**src/rtl/seq_101_frame_counter_if.sv**
```systemverilog
`default_nettype none
// ============================================================================
// Module   : seq_101_frame_counter_if
// Purpose  : Serial bit input and frame-count result handshake bundle.
// Revision : 1.0 - initial release
// ============================================================================
interface seq_101_frame_counter_if #(
    parameter int CNT_W = 6
);
    logic             in_valid;
    logic             in_bit;
    logic             in_ready;
    logic             overlap;
    logic             flush;
    logic             cnt_valid;
    logic [CNT_W-1:0] cnt_data;
    logic             cnt_ready;
    logic             busy;

    modport master (
        output in_valid, in_bit, overlap, flush, cnt_ready,
        input  in_ready, cnt_valid, cnt_data, busy
    );

    modport slave (
        input  in_valid, in_bit, overlap, flush, cnt_ready,
        output in_ready, cnt_valid, cnt_data, busy
    );
endinterface
`default_nettype wire

```
**src/rtl/seq_101_frame_counter.sv**
```systemverilog
`default_nettype none
// ============================================================================
// Module   : seq_101_frame_counter
// Purpose  : Counts "101" patterns (overlap or greedy non-overlap) per serial
//            frame of FRAME_LEN bits, MSB first. SEQ101_MATCH_PULSE_EN adds a
//            one-cycle match_pulse output per counted match.
// Revision : 1.0 - initial release
// ============================================================================
module seq_101_frame_counter #(
    parameter int FRAME_LEN = 32,
    parameter int CNT_W     = 6
) (
    input  wire logic clk,
    input  wire logic rst,
`ifdef SEQ101_MATCH_PULSE_EN
    output logic      match_pulse,
`endif
    seq_101_frame_counter_if.slave bus
);
    localparam int              c_BW   = $clog2(FRAME_LEN);
    localparam logic [c_BW-1:0] c_LAST = c_BW'(FRAME_LEN - 1);

    localparam logic [0:0] c_IDLE = 1'b0;
    localparam logic [0:0] c_RUN  = 1'b1;

    localparam logic [1:0] c_S0  = 2'd0;
    localparam logic [1:0] c_S1  = 2'd1;
    localparam logic [1:0] c_S10 = 2'd2;

    logic [0:0]       r_frame_state;
    logic [0:0]       w_frame_next;
    logic [1:0]       r_det_state;
    logic [1:0]       w_det_next;
    logic [c_BW-1:0]  r_bit_cnt;
    logic [CNT_W-1:0] r_run_cnt;
    logic [CNT_W-1:0] w_run_next;
    logic             r_mode;
    logic             r_cnt_valid;
    logic [CNT_W-1:0] r_cnt_data;
    logic             w_busy;
    logic             w_last;
    logic             w_in_ready;
    logic             w_accept;
    logic             w_done;
    logic             w_match;

    // ---------------- frame FSM ----------------
    always_ff @(posedge clk or posedge rst) begin
        if (rst) begin
            r_frame_state <= c_IDLE;
        end else begin
            r_frame_state <= w_frame_next;
        end
    end

    always_comb begin
        w_frame_next = r_frame_state;
        case (r_frame_state)
            c_IDLE:  if (w_accept) w_frame_next = c_RUN;
            c_RUN:   if (bus.flush || w_done) w_frame_next = c_IDLE;
            default: w_frame_next = c_IDLE;
        endcase
    end

    // Only the final bit of a frame can be held off by an undelivered result.
    always_comb begin
        w_busy     = (r_frame_state == c_RUN);
        w_last     = w_busy && (r_bit_cnt == c_LAST);
        w_in_ready = !bus.flush && (!w_last || !r_cnt_valid || bus.cnt_ready);
    end

    assign w_accept = bus.in_valid && w_in_ready;
    assign w_done   = w_accept && w_last;

    // ---------------- detector FSM ----------------
    always_ff @(posedge clk or posedge rst) begin
        if (rst) begin
            r_det_state <= c_S0;
        end else begin
            r_det_state <= w_det_next;
        end
    end

    always_comb begin
        w_det_next = r_det_state;
        if (bus.flush || w_done) begin
            w_det_next = c_S0;
        end else if (w_accept) begin
            case (r_det_state)
                c_S0:    w_det_next = bus.in_bit ? c_S1 : c_S0;
                c_S1:    w_det_next = bus.in_bit ? c_S1 : c_S10;
                c_S10:   w_det_next = (bus.in_bit && r_mode) ? c_S1 : c_S0;
                default: w_det_next = c_S0;
            endcase
        end
    end

    always_comb begin
        w_match = w_accept && bus.in_bit && (r_det_state == c_S10);
    end

    // ---------------- datapath ----------------
    assign w_run_next = r_run_cnt + {{(CNT_W-1){1'b0}}, w_match};

    always_ff @(posedge clk or posedge rst) begin
        if (rst) begin
            r_bit_cnt   <= '0;
            r_run_cnt   <= '0;
            r_mode      <= 1'b0;
            r_cnt_valid <= 1'b0;
            r_cnt_data  <= '0;
        end else begin
            if (bus.flush) begin
                r_bit_cnt <= '0;
                r_run_cnt <= '0;
            end else if (w_accept) begin
                r_bit_cnt <= w_last ? '0 : r_bit_cnt + c_BW'(1);
                r_run_cnt <= w_last ? '0 : w_run_next;
            end

            if (w_accept && (r_frame_state == c_IDLE)) begin
                r_mode <= bus.overlap;
            end

            // A fresh result wins over the drain on the same edge.
            if (w_done) begin
                r_cnt_valid <= 1'b1;
                r_cnt_data  <= w_run_next;
            end else if (r_cnt_valid && bus.cnt_ready) begin
                r_cnt_valid <= 1'b0;
            end
        end
    end

`ifdef SEQ101_MATCH_PULSE_EN
    logic r_match_pulse;

    always_ff @(posedge clk or posedge rst) begin
        if (rst) begin
            r_match_pulse <= 1'b0;
        end else begin
            r_match_pulse <= w_match;
        end
    end

    assign match_pulse = r_match_pulse;
`endif

    assign bus.in_ready  = w_in_ready;
    assign bus.cnt_valid = r_cnt_valid;
    assign bus.cnt_data  = r_cnt_data;
    assign bus.busy      = w_busy;

endmodule
`default_nettype wire

```
**src/flat_wrapper.sv**
```systemverilog
// flat-port wrapper written by rule: the top's interface ports become plain ports
module seq_101_frame_counter_flat 
#(
    parameter int FRAME_LEN = 32,
    parameter int CNT_W     = 6
)
  (clk, rst, bus_in_valid, bus_in_bit, bus_overlap, bus_flush, bus_cnt_ready, bus_in_ready, bus_cnt_valid, bus_cnt_data, bus_busy);
  seq_101_frame_counter_if #(.CNT_W(CNT_W)) bus_i ();
  input  wire logic clk;
  input  wire logic rst;
  input wire logic [$bits(bus_i.in_valid)-1:0] bus_in_valid;
  input wire logic [$bits(bus_i.in_bit)-1:0] bus_in_bit;
  input wire logic [$bits(bus_i.overlap)-1:0] bus_overlap;
  input wire logic [$bits(bus_i.flush)-1:0] bus_flush;
  input wire logic [$bits(bus_i.cnt_ready)-1:0] bus_cnt_ready;
  output wire logic [$bits(bus_i.in_ready)-1:0] bus_in_ready;
  output wire logic [$bits(bus_i.cnt_valid)-1:0] bus_cnt_valid;
  output wire logic [$bits(bus_i.cnt_data)-1:0] bus_cnt_data;
  output wire logic [$bits(bus_i.busy)-1:0] bus_busy;
  assign bus_i.in_valid = bus_in_valid;
  assign bus_i.in_bit = bus_in_bit;
  assign bus_i.overlap = bus_overlap;
  assign bus_i.flush = bus_flush;
  assign bus_i.cnt_ready = bus_cnt_ready;
  assign bus_in_ready = bus_i.in_ready;
  assign bus_cnt_valid = bus_i.cnt_valid;
  assign bus_cnt_data = bus_i.cnt_data;
  assign bus_busy = bus_i.busy;
  seq_101_frame_counter #(.FRAME_LEN(FRAME_LEN), .CNT_W(CNT_W)) u_core (.clk(clk), .rst(rst), .bus(bus_i));
endmodule
```
**config.mk**
```make
export PLATFORM = sky130hd
export DESIGN_NAME = seq_101_frame_counter_flat
export DESIGN_NICKNAME = d
export VERILOG_FILES = /design/src/rtl/seq_101_frame_counter_if.sv /design/src/rtl/seq_101_frame_counter.sv /design/src/flat_wrapper.sv
export SDC_FILE = /design/constraint.sdc
export NUM_CORES = 1
export LEC_CHECK = 0
export BUFFER_PORTS_ARGS = -buffer_cell sky130_fd_sc_hd__buf_4
export CORE_ASPECT_RATIO = 1.1
export CORE_UTILIZATION = 50
export CTS_CLUSTER_DIAMETER = 50
export DETAILED_ROUTE_END_ITERATION = 10
export PLACE_DENSITY = 0.76
export SLEW_MARGIN = 0
export SYNTH_ARGS = -nofsm -noshare
export SYNTH_HDL_FRONTEND = slang
export SYNTH_SLANG_ARGS = --single-unit
```
**constraint.sdc**
```tcl
create_clock -name clk -period 2.2 [get_ports clk]
set_input_delay 0.55 -clock clk [delete_from_list [all_inputs] [get_ports clk]]
set_output_delay 0.55 -clock clk [all_outputs]
set_load 0.02 [all_outputs]
```
# After elaboration in Yosys (flattened, before gate mapping)
# Index checks and enable logic that the tools add are counted.
dict set report word_totals {
  regBits 22
  mem_count 0
  latch_bits 0
  elab_cells 49
  mem_bits_rw 0
  out_inout_bits 9
  mem_bits_ro 0
}
dict set report op_classes {
  eq_ne 3
  n_mul 0
  order_cmp 0
  n_shift 0
  addsub 2
  mux 17
  reduce_logical 19
  bitwise_logic 1
  div_mod_pow 0
}
# operator n
set op_table {}
lappend op_table {{two-way mux 6 bit} 3}
lappend op_table {{two-way mux 5 bit} 3}
lappend op_table {{logical AND 1 bit} 9}
lappend op_table {{adder 6 x 1 -> 6 bit} 1}
lappend op_table {{two-way mux 1 bit} 6}
lappend op_table {{two-way mux 2 bit} 3}
lappend op_table {{case mux 2 bit (3 select lines)} 1}
lappend op_table {{nonzero test 2 bit} 3}
lappend op_table {{adder 5 x 1 -> 5 bit, second input constant} 1}
lappend op_table {{equality test 5 bit, second input constant} 1}
lappend op_table {{logical NOT 1 bit} 3}
lappend op_table {{logical OR 1 bit} 3}
lappend op_table {{equality test 2 x 1 -> 1 bit, second input constant} 1}
lappend op_table {{equality test 2 bit, second input constant} 1}
lappend op_table {{logical NOT 2 bit} 1}
lappend op_table {{case mux 1 bit (2 select lines)} 1}
lappend op_table {{NOT 1 bit} 1}

# Longest topological paths before layout
# Gate-level depths: netlist of the first run.
dict set report depth {
  depth_word 13
  ltp_mapped 10
  mapped_depth_nobuf 10
}

# Worst setup path after synthesis of the first run
# OpenSTA, ideal clock, no wires.
dict set report synth_timing {
  kind {reg-to-reg}
  startpoint {register u_core.r_bit_cnt[0]}
  endpoint {register u_core.r_cnt_data[4], in the netlist u_core.bus.cnt_data[4]}
  path_stages_with_launch 11
  required_time_ps 2075
  t_arrival_ps 2187
  setup_slack_ps -112
  path_buffers 0
  setup_time_ps 125
  cell_sequence {dfrtp_1 -> ha_1 -> and3_1 -> ha_1 -> and4b_4 -> nor3_1 -> ha_1 -> ha_1 -> nand3_1 -> xnor2_1 -> mux2_4}
}
dict set report synth_between {
  elab_chain_cells 10
  word_cells_on_any_way 11
  cone_classes {add/sub: 1; eq/ne: 1; reduce/logical: 9}
}
# item line_no
set synth_lines {}
lappend synth_lines {{start, declared} seq_101_frame_counter.sv:34} ;# logic [c_BW-1:0] r_bit_cnt;
lappend synth_lines {{start signal, assigned} seq_101_frame_counter.sv:117} ;# r_bit_cnt <= w_last ? '0 : r_bit_cnt + c_BW'(1);
lappend synth_lines {{equality test 5 bit *} seq_101_frame_counter.sv:68} ;# w_last = w_busy && (r_bit_cnt == c_LAST);
lappend synth_lines {{logical AND 1 bit *} seq_101_frame_counter.sv:68}
lappend synth_lines {{logical NOT 1 bit} seq_101_frame_counter.sv:69} ;# w_in_ready = !bus.flush && (!w_last || !r_cnt_valid || bus.cnt_ready);
lappend synth_lines {{logical OR 1 bit (2 in series)} seq_101_frame_counter.sv:69}
lappend synth_lines {{logical AND 1 bit} seq_101_frame_counter.sv:69}
lappend synth_lines {{logical AND 1 bit} seq_101_frame_counter.sv:72} ;# assign w_accept = bus.in_valid && w_in_ready;
lappend synth_lines {{logical AND 1 bit (2 in series)} seq_101_frame_counter.sv:99} ;# w_match = w_accept && bus.in_bit && (r_det_state == c_S10);
lappend synth_lines {{adder 6 x 1 -> 6 bit} seq_101_frame_counter.sv:103} ;# assign w_run_next = r_run_cnt + {{(CNT_W-1){1'b0}}, w_match};
lappend synth_lines {{end signal, assigned} seq_101_frame_counter.sv:128} ;# r_cnt_data <= w_run_next;
lappend synth_lines {{end, declared} seq_101_frame_counter.sv:39} ;# logic [CNT_W-1:0] r_cnt_data;
# Mark *: on every way between the ends. The rest lies on a longest branch, timed or not.
# A chain may end at the register's enable or synchronous reset.

# Worst setup path in the final report of the first run
# Ends and elaborated chain as after synthesis.

==> flow_metrics.env, run 1 <==
export IMPL_violations="negative setup slack"
export IMPL_dp_hpwl_um=1630
export IMPL_end_kind="flop"
export IMPL_worstSetupPathType="reg -> reg"
export IMPL_power_density_mw_per_mm2=457
export IMPL_chipHeight_um=51.9
export IMPL_cp_max_fo=2
export IMPL_n_antenna_cell=0
export IMPL_slew_headroom_pct=80.5
export IMPL_regArea_um2=551
export IMPL_ys_seq_elements=22
export IMPL_yosys_warnings=0
export IMPL_cts_max_path_buffers=2
export IMPL_drc=0
export IMPL_drive_above_1_share_pct=48.4
export IMPL_drt_total_wl_um=2380
export IMPL_peakVddDrop_uv=464
export IMPL_multi_input_area_um2=618
export IMPL_drt_initial_drc_count=7
export IMPL_synth_flop_cell="dfrtp_1"
export IMPL_synth_edf_count=0
export IMPL_wl_met2_um=1180
export IMPL_vias=866
export IMPL_hold_class="in -> async"
export IMPL_wl_per_cell_um=15.9
export IMPL_viasPerCell=5.77
export IMPL_worstSkewPairLatency_ns=0.30
export IMPL_die_area_mm2=0.00246
export IMPL_cts_buffers=3
export IMPL_htree_levels=1
export IMPL_grt_usage_pct=21.8
export IMPL_met3_length_um=73
export IMPL_antenna_found_initial=0
export IMPL_met1Wirelength_um=1110
export IMPL_syn_nets=104
export IMPL_start_util_pct=54.9
export IMPL_status="finished with violations"
export IMPL_tns_ns=-0.0558
export IMPL_rrSetupSlack_ns=-0.03
export IMPL_synthDistinctLibCells=36
export IMPL_rows=17
export IMPL_syn_inst=93
export IMPL_nFillCells=154
export IMPL_cts_tree="built"
export IMPL_most_common_layout_cells="buf_4 (26), dfrtp_1 (22), a22o_2 (5), mux2_4 (5)"
export IMPL_worst_setup_path_start_kind="flop"
export IMPL_synth_area_leader_cell="dfrtp_1"
export IMPL_avgSynthCellArea_um2=12.2
export IMPL_timing_final_ws_setup_ns=-0.0286
export IMPL_grt_max_degree=23
export IMPL_synthTopCellsByArea="dfrtp_1 (49%), mux2_4 (6.6%), a22o_2 (4.4%)"
export IMPL_grt_pass1_vias=837
export IMPL_boundaryPins=16
export IMPL_skew_ns=0.00386
export IMPL_async_flop_share_pct=100
export IMPL_gp_congestion=0.719
export IMPL_synth_top_area_share_pct=48.6
export IMPL_fp_coreArea_mm2=0.00206
export IMPL_cts_root_buf="clkbuf_4"
export IMPL_finalMaxSlewViolations=0
export IMPL_path_clk_slew_ns=0.11
export IMPL_clock_sinks=22
export IMPL_finalCriticalPeriod_ns=2.23
export IMPL_worst_pin_slew_ns=0.292
export IMPL_rsz0062_at_grt="true"
export IMPL_routed_top_layer="met4"
export IMPL_final_period_utilization_pct=101
export IMPL_drtPass1Iterations=4
export IMPL_dpl_cell_area_mm2=0.00136
export IMPL_ctsHoldBuffers=0
export IMPL_nets=135
export IMPL_synth_seq_area_share_pct=48.6
export IMPL_p_leak_nw=0.694
export IMPL_final_area_mm2=0.00147
export IMPL_finalSetupViolCount=2
export IMPL_cp_arrival_ns=2.42
export IMPL_final_common_cell="buf_4"
export IMPL_cp_required_ns=2.39
export IMPL_synth_area_mm2=0.00113
export IMPL_synthToLayoutAreaGrowth_pct=29.5
export IMPL_max_cap_violations=0
export IMPL_hold_viol_final=0
export IMPL_grt_overflow_total=0
export IMPL_portBuffers=15
export IMPL_grt_first_pass_wirelength_um=3730
export IMPL_die_width_um=47.4
export IMPL_fmax_mhz=449
export IMPL_ant_nets=0
power by group:
part | internal (W) | total, W | switching (W)
Combinational | 0.0000368 | 0.0000749 | 0.0000381
Sequential | 0.000413 | 0.000421 | 0.00000765
Clock | 0.0000638 | 0.000174 | 0.000110
metrics by stage:
stage	hold slack (ns)	instances	power [W]	util, %	worst slack, ns
after floorplan	0.479	93	0.000466	-	0.00976
after global placement	0.492	144	0.000496	65.9	0.0135
after detailed placement	0.497	144	0.000499	65.9	-0.0384
after CTS	0.270	148	0.000672	68.6	-0.0701
after global routing	0.276	150	0.000702	71.1	-0.101
final	0.268	150	0.000670	71.1	-0.0286
cell families after synthesis:
family	count (synthesis)	share of synthesized area [%]
buf+inv	6	3.42
compound gates	21	16.8
mux	7	8.51
simple gates	29	15.1
flops	22	48.6
xor+xnor	4	3.09
fa+ha+maj	4	4.42
sequential cells by signal, indices dropped and copies added, names as in the netlist:
register and flops:
u_core.bus.cnt_data 6, u_core.r_mode 1, u_core.bus.busy 1, u_core.r_det_state 2, u_core.r_run_cnt 6, u_core.r_bit_cnt 5, u_core.bus.cnt_valid 1
synth_stat cells (2+ instances only):
cell type  instances
nand2_1            4
nand3_1            3
nand2b_1           2
nor2_1             5
a22o_2             5
buf_6              2
xnor2_1            3
or3_1              2
nor2b_1            2
inv_1              2
a31oi_1            2
and3_1             2
o21ai_0            3
dfrtp_1           22
a22o_1             4
nor3_1             3
mux2_4             5
ha_1               4
timing repair:
action / in CTS / in global routing
setup buffers: 1 / 2
gates resized for setup: 4 / 7
endpoints found under the hold margin: 0 / 0
gates cloned: 0 / 0
pin swaps: 5 / 4
setup endpoints to repair: 4 / 6
worst max-delay path, cell delays in order (launching register included):
cell	delay, ns
dfrtp_1	0.40
ha_2	0.19
and3_4	0.15
ha_4	0.15
and4b_4	0.18
nor3_2	0.11
ha_2	0.25
ha_4	0.17
nand3_4	0.09
xnor2_2	0.16
mux2_4	0.26
final timing paths:
kind | start | to | cells after the start
min | rst | u_core.bus.cnt_data[1] | 3
max | u_core.r_bit_cnt[0] | u_core.bus.cnt_data[4] | 10
min reg2reg | u_core.bus.cnt_data[2] | u_core.bus.cnt_data[2] | 1
max reg2reg | u_core.r_bit_cnt[0] | u_core.bus.cnt_data[4] | 10
max in group asynchronous | rst | u_core.bus.cnt_data[2] | 3
min in group clk | bus_overlap | u_core.r_mode | 2
layout make-up:
type	instances	share of cell area, %
multi-input combinational	65	42.2
sequential	22	37.5
timing repair buffer	29	15.6
tap	28	2.39
clock buffer	3	1.54
inverter	3	0.768
per-layer routing:
metal | global-route usage (%) | vias up
met5 | 0 | -
met4 | 8.57 | 0
met3 | 3.47 | 4
met2 | 31.7 | 24
met1 | 32.0 | 435
li1 | - | 403
Note: power is estimated with default switching activity, not from simulation.
==> inputs of run 2 (changes only) <==
PLACE_DENSITY = 0.74   (was 0.76)
==> run 2 against run 1 <==
Against the previous run: the flow still finishes with violations (negative setup slack); cell area up 1.2%; critical path depth down 3; fmax down 0.97%; sequential power about the same; critical path type is now reg -> out.
==> flow_metrics.env, run 2 (synthesis results as in run 1) <==
export IMPL_status="finished with violations"
export IMPL_violations="negative setup slack"
export IMPL_rows=17
export IMPL_path_clk_slew_ns=0.12
export IMPL_cp_required_ns=1.65
export IMPL_grt_usage_pct=21.4
export IMPL_grt_pass1_vias=824
export IMPL_ant_nets=0
export IMPL_dp_hpwl_um=1540
export IMPL_slew_headroom_pct=81.0
export IMPL_routed_top_layer="met4"
export IMPL_fp_coreArea_mm2=0.00206
export IMPL_cts_buffers=3
export IMPL_clock_sinks=22
export IMPL_grt_max_degree=23
export IMPL_finalSetupViolCount=2
export IMPL_holdWs_ns=0.260
export IMPL_start_util_pct=54.9
export IMPL_multi_input_area_um2=618
export IMPL_cts_tree="built"
export IMPL_drtPass1Iterations=4
export IMPL_die_area_mm2=0.00246
export IMPL_portBuffers=15
export IMPL_worst_setup_path_start_kind="flop"
export IMPL_grt_overflow_total=0
export IMPL_post_place_cells=144
export IMPL_skew_ns=0.00241
export IMPL_cp_startpoint="u_core.r_bit_cnt[0]"
export IMPL_gp_congestion=0.726
export IMPL_cp_max_fo=2
export IMPL_fmax_mhz=444
export IMPL_met1Wirelength_um=1120
export IMPL_most_common_layout_cells="buf_4 (28), dfrtp_1 (22), a22o_2 (5), mux2_4 (5)"
export IMPL_worstSetupPathType="reg -> out"
export IMPL_drt_initial_drc_count=22
export IMPL_grt_first_pass_wirelength_um=3690
export IMPL_viasPerCell=5.66
export IMPL_peakVddDrop_uv=395
export IMPL_worstSkewPairLatency_ns=0.30
export IMPL_die_width_um=47.4
export IMPL_rrSetupSlack_ns=-0.02
export IMPL_nFillCells=154
export IMPL_max_cap_violations=0
export IMPL_synthToLayoutAreaGrowth_pct=31.0
export IMPL_final_cells=152
export IMPL_boundaryPins=16
export IMPL_hold_class="in -> async"
export IMPL_drc=0
export IMPL_final_area_mm2=0.00148
export IMPL_cts_max_path_buffers=2
export IMPL_wl_per_cell_um=15.3
export IMPL_chipHeight_um=51.9
export IMPL_worst_pin_slew_ns=0.284
export IMPL_end_kind="output pin"
export IMPL_regArea_um2=551
export IMPL_tns_ns=-0.0742
export IMPL_cp_arrival_ns=1.70
export IMPL_hold_viol_final=0
export IMPL_drive_above_1_share_pct=49.2
export IMPL_n_antenna_cell=0
export IMPL_vias=861
export IMPL_finalCriticalPeriod_ns=2.25
export IMPL_nets=136
export IMPL_drt_total_wl_um=2330
export IMPL_final_period_utilization_pct=102
export IMPL_dp_slack_ns=-0.0244
export IMPL_dpl_cell_area_mm2=0.00136
export IMPL_htree_levels=1
export IMPL_cts_root_buf="clkbuf_4"
export IMPL_power_density_mw_per_mm2=484
export IMPL_timing_final_ws_setup_ns=-0.0505
export IMPL_final_common_cell="buf_4"
export IMPL_finalMaxSlewViolations=0
export IMPL_wl_met2_um=1090
export IMPL_r2r_start="u_core.r_bit_cnt[0]"
export IMPL_worstSetupEndpoint="bus_in_ready"
export IMPL_met3_length_um=103
export IMPL_rsz0062_at_grt="true"
export IMPL_p_leak_nw=0.706
export IMPL_antenna_found_initial=0
export IMPL_r2r_cells=10
export IMPL_r2r_end="u_core.bus.cnt_data[4]"
[run 2: timing repair]
item	CTS	global route
pin swaps	4	3
resized for setup	7	3
hold buffers	0	0
buffers inserted	2	2
setup endpoints to repair	4	4
[run 2: layout make-up]
cell class	instances	share of cell area, %
clock buffer	4	2.45
inverter	3	0.759
multi-input combinational	65	41.7
sequential	22	37.1
tap	28	2.36
timing repair buffer	30	15.7
[run 2: critical path, cell delays in order, from the launching register on]
cell and delay (ns):
dfrtp_1 0.42, ha_2 0.20, and3_4 0.15, ha_4 0.15, and4b_4 0.18, buf_6 0.12
nor2_4 0.07, buf_6 0.11
[run 2: where the power goes]
| part | switching [W] | total, W | internal, W |
|---|---|---|---|
| sequential | 0.00000802 | 0.000422 | 0.000413 |
| combinational | 0.0000388 | 0.0000763 | 0.0000375 |
| clock | 0.000120 | 0.000221 | 0.000101 |
[run 2: worst min-delay path by stage]
| stage | startpoint | to | slack (ns) | cells after the start |
|---|---|---|---|---|
| 3_3_place_gp | u_core.r_mode | u_core.r_mode | 0.49 | 1 |
| 5_1_grt | rst | u_core.r_mode | 0.27 | 3 |
| 3_5_place_dp | u_core.bus.cnt_data[3] | u_core.bus.cnt_data[3] | 0.50 | 1 |
| 4_1_cts | rst | u_core.r_run_cnt[0] | 0.27 | 3 |
| 2_1_floorplan | u_core.r_run_cnt[0] | u_core.r_run_cnt[0] | 0.48 | 1 |
| 6_report | rst | u_core.bus.cnt_data[1] | 0.26 | 3 |
[run 2: per-stage QoR]
stage / utilization [%] / total power [W]
5_1_grt: 71.9 / 0.000753
6_report: 71.9 / 0.000718
3_3_place_gp: 65.9 / 0.000496
4_1_cts: 70.2 / 0.000719
2_1_floorplan: - / 0.000466
3_5_place_dp: 65.9 / 0.000499
[run 2: per-layer routing]
layer | vias to the layer above | GRT usage, %
met1 | 433 | 30.3
met4 | 0 | 8.57
met5 | - | 0
met3 | 2 | 3.13
met2 | 20 | 32.4
li1 | 406 | -
==> inputs of run 3 (changes only) <==
BUFFER_PORTS_ARGS = unset   (was -buffer_cell sky130_fd_sc_hd__buf_4)
CORE_UTILIZATION = 54   (was 50)
DONT_BUFFER_PORTS = 1   (was unset)
PLACE_DENSITY = 0.72   (was 0.74)
==> run 3 against run 2 <==
Against the previous run: core utilization fell by 2.5 points; the flow still finishes with violations (negative setup slack); non-clock buffer count fell by 15; sequential share of layout area rose by 2.5 points.
==> flow_metrics.env, run 3 (synthesis results as in run 1) <==
export IMPL_met3_length_um=78
export IMPL_p_int_w=0.000544
export IMPL_violations="negative setup slack"
export IMPL_skew_ns=0.00441
export IMPL_worstSetupPathType="reg -> out"
export IMPL_cp_arrival_ns=1.73
export IMPL_grt_overflow_total=0
export IMPL_status="finished with violations"
export IMPL_path_clk_slew_ns=0.12
export IMPL_fmax_mhz=438
export IMPL_dp_hpwl_um=1460
export IMPL_drc=0
export IMPL_timing_final_ws_setup_ns=-0.0823
export IMPL_synthToLayoutAreaGrowth_pct=22.7
export IMPL_timing_critical_path_buf_inv=2
export IMPL_most_common_layout_cells="dfrtp_1 (22), buf_4 (12), a22o_2 (5), mux2_4 (5)"
export IMPL_hold_class="in -> async"
export IMPL_end_kind="output pin"
export IMPL_p_total_w=0.000711
export IMPL_cp_common_cell="buf_6"
export IMPL_worst_setup_path_start_kind="flop"
export IMPL_cp_max_fo=2
export IMPL_fp_coreArea_mm2=0.00200
export IMPL_met1Wirelength_um=1060
export IMPL_n_antenna_cell=0
export IMPL_rows=17
export IMPL_portBuffers=0
export IMPL_die_width_um=45.7
export IMPL_die_area_mm2=0.00228
export IMPL_grt_pass1_vias=813
export IMPL_cts_root_buf="clkbuf_4"
export IMPL_finalSetupViolCount=2
export IMPL_grt_usage_pct=22.3
export IMPL_ant_nets=0
export IMPL_max_cap_violations=0
export IMPL_finalMaxSlewViolations=0
export IMPL_post_place_cells=129
export IMPL_power_frac_clock_pct=32.2
export IMPL_drt_total_wl_um=2240
export IMPL_final_area_mm2=0.00139
export IMPL_final_period_utilization_pct=104
export IMPL_start_util_pct=56.6
export IMPL_routed_top_layer="met4"
export IMPL_cts_buffers=3
export IMPL_gp_congestion=0.858
export IMPL_wl_met2_um=1060
export IMPL_drt_initial_drc_count=26
export IMPL_drive_above_1_share_pct=43.1
export IMPL_cts_tree="built"
export IMPL_finalCriticalPeriod_ns=2.28
export IMPL_critPathTopFamily="flip-flops"
export IMPL_dpl_cell_area_mm2=0.00125
export IMPL_clock_sinks=22
export IMPL_cp_slowest_stage_delay_ns=0.41
export IMPL_boundaryPins=16
export IMPL_rsz0062_at_grt="true"
export IMPL_drtPass1Iterations=4
export IMPL_grt_max_degree=23
export IMPL_htree_levels=1
export IMPL_peakVddDrop_uv=436
export IMPL_wl_per_cell_um=16.4
export IMPL_viasPerCell=5.74
export IMPL_combPwrFrac_pct=8.9
export IMPL_cp_required_ns=1.65
export IMPL_final_common_cell="dfrtp_1"
export IMPL_holdWs_ns=0.127
export IMPL_vias=786
export IMPL_cp_cell_sequence="ha_2, and3_4, ha_4, and4b_4, buf_6, nor2_4, buf_6"
export IMPL_cts_max_path_buffers=2
export IMPL_chipHeight_um=50.0
export IMPL_power_switching_w=0.000167
export IMPL_worst_pin_slew_ns=0.349
export IMPL_p_leak_nw=0.628
export IMPL_worstSkewPairLatency_ns=0.32
export IMPL_nets=121
export IMPL_final_cells=137
export IMPL_grt_first_pass_wirelength_um=3530
export IMPL_antenna_found_initial=0
export IMPL_slew_headroom_pct=76.7
export IMPL_power_density_mw_per_mm2=512
export IMPL_hold_viol_final=0
export IMPL_swShare_pct=23.5
export IMPL_cpMaxStageDelayCell="dfrtp_1"
export IMPL_p_seq_share_pct=58.9
run 3: cell types whose count changed in the layout (fill, tap and decap cells not counted):
cell     previous run  this run
buf_4              28        12
buf_6               2         3
o31ai_1             1         0
o31ai_4             0         1
run 3: timing repair:
item	in CTS	in global routing
resized for setup	5	8
cloned	0	0
setup endpoints to repair	4	7
buffers inserted	1	3
hold buffers	0	0
pin swaps	6	6
run 3: per-layer routing:
metal	vias up	track usage [%]
met4	0	15.2
li1	378	-
met5	-	0
met2	16	31.9
met3	5	2.56
met1	387	30.8
run 3: cell type report:
type / instances / area (um^2)
multi-input combinational: 65 / 632
sequential: 22 / 551
clock buffer: 4 / 36.3
timing repair buffer: 15 / 124
tap: 28 / 35.0
inverter: 3 / 11.3
fill: 152 / 611
run 3: path summary, 6_finish.rpt:
kind	startpoint	end	slack, ns	cells after the start
max	u_core.r_bit_cnt[0]	bus_in_ready	-0.08	7
min	rst	u_core.r_run_cnt[0]	0.13	2
max reg2reg	u_core.r_bit_cnt[0]	u_core.bus.cnt_data[4]	-0.04	10
min reg2reg	u_core.r_mode	u_core.r_mode	0.53	1
max in group asynchronous	rst	u_core.r_bit_cnt[2]	1.86	2
min in group clk	bus_flush	u_core.r_bit_cnt[0]	0.29	1
run 3: per-stage QoR:
step           TNS, ns  worst slack, ns  utilization (%)
4_1_cts        -0.0987          -0.0987             66.1
6_report        -0.125          -0.0823             69.5
3_5_place_dp   -0.0612          -0.0327             62.4
2_1_floorplan        0          0.00976                -
5_1_grt         -0.422           -0.132             69.5
3_3_place_gp         0           0.0226             62.4
run 3: power groups by stage:
stage                     Sequential [W]  Combinational (W)  Clock [W]
after global routing            0.000421          0.0000700   0.000249
final                           0.000419          0.0000630   0.000229
after global placement          0.000427          0.0000570          0
after floorplan                 0.000429          0.0000373          0
after CTS                       0.000419          0.0000575   0.000236
after detailed placement        0.000427          0.0000571          0
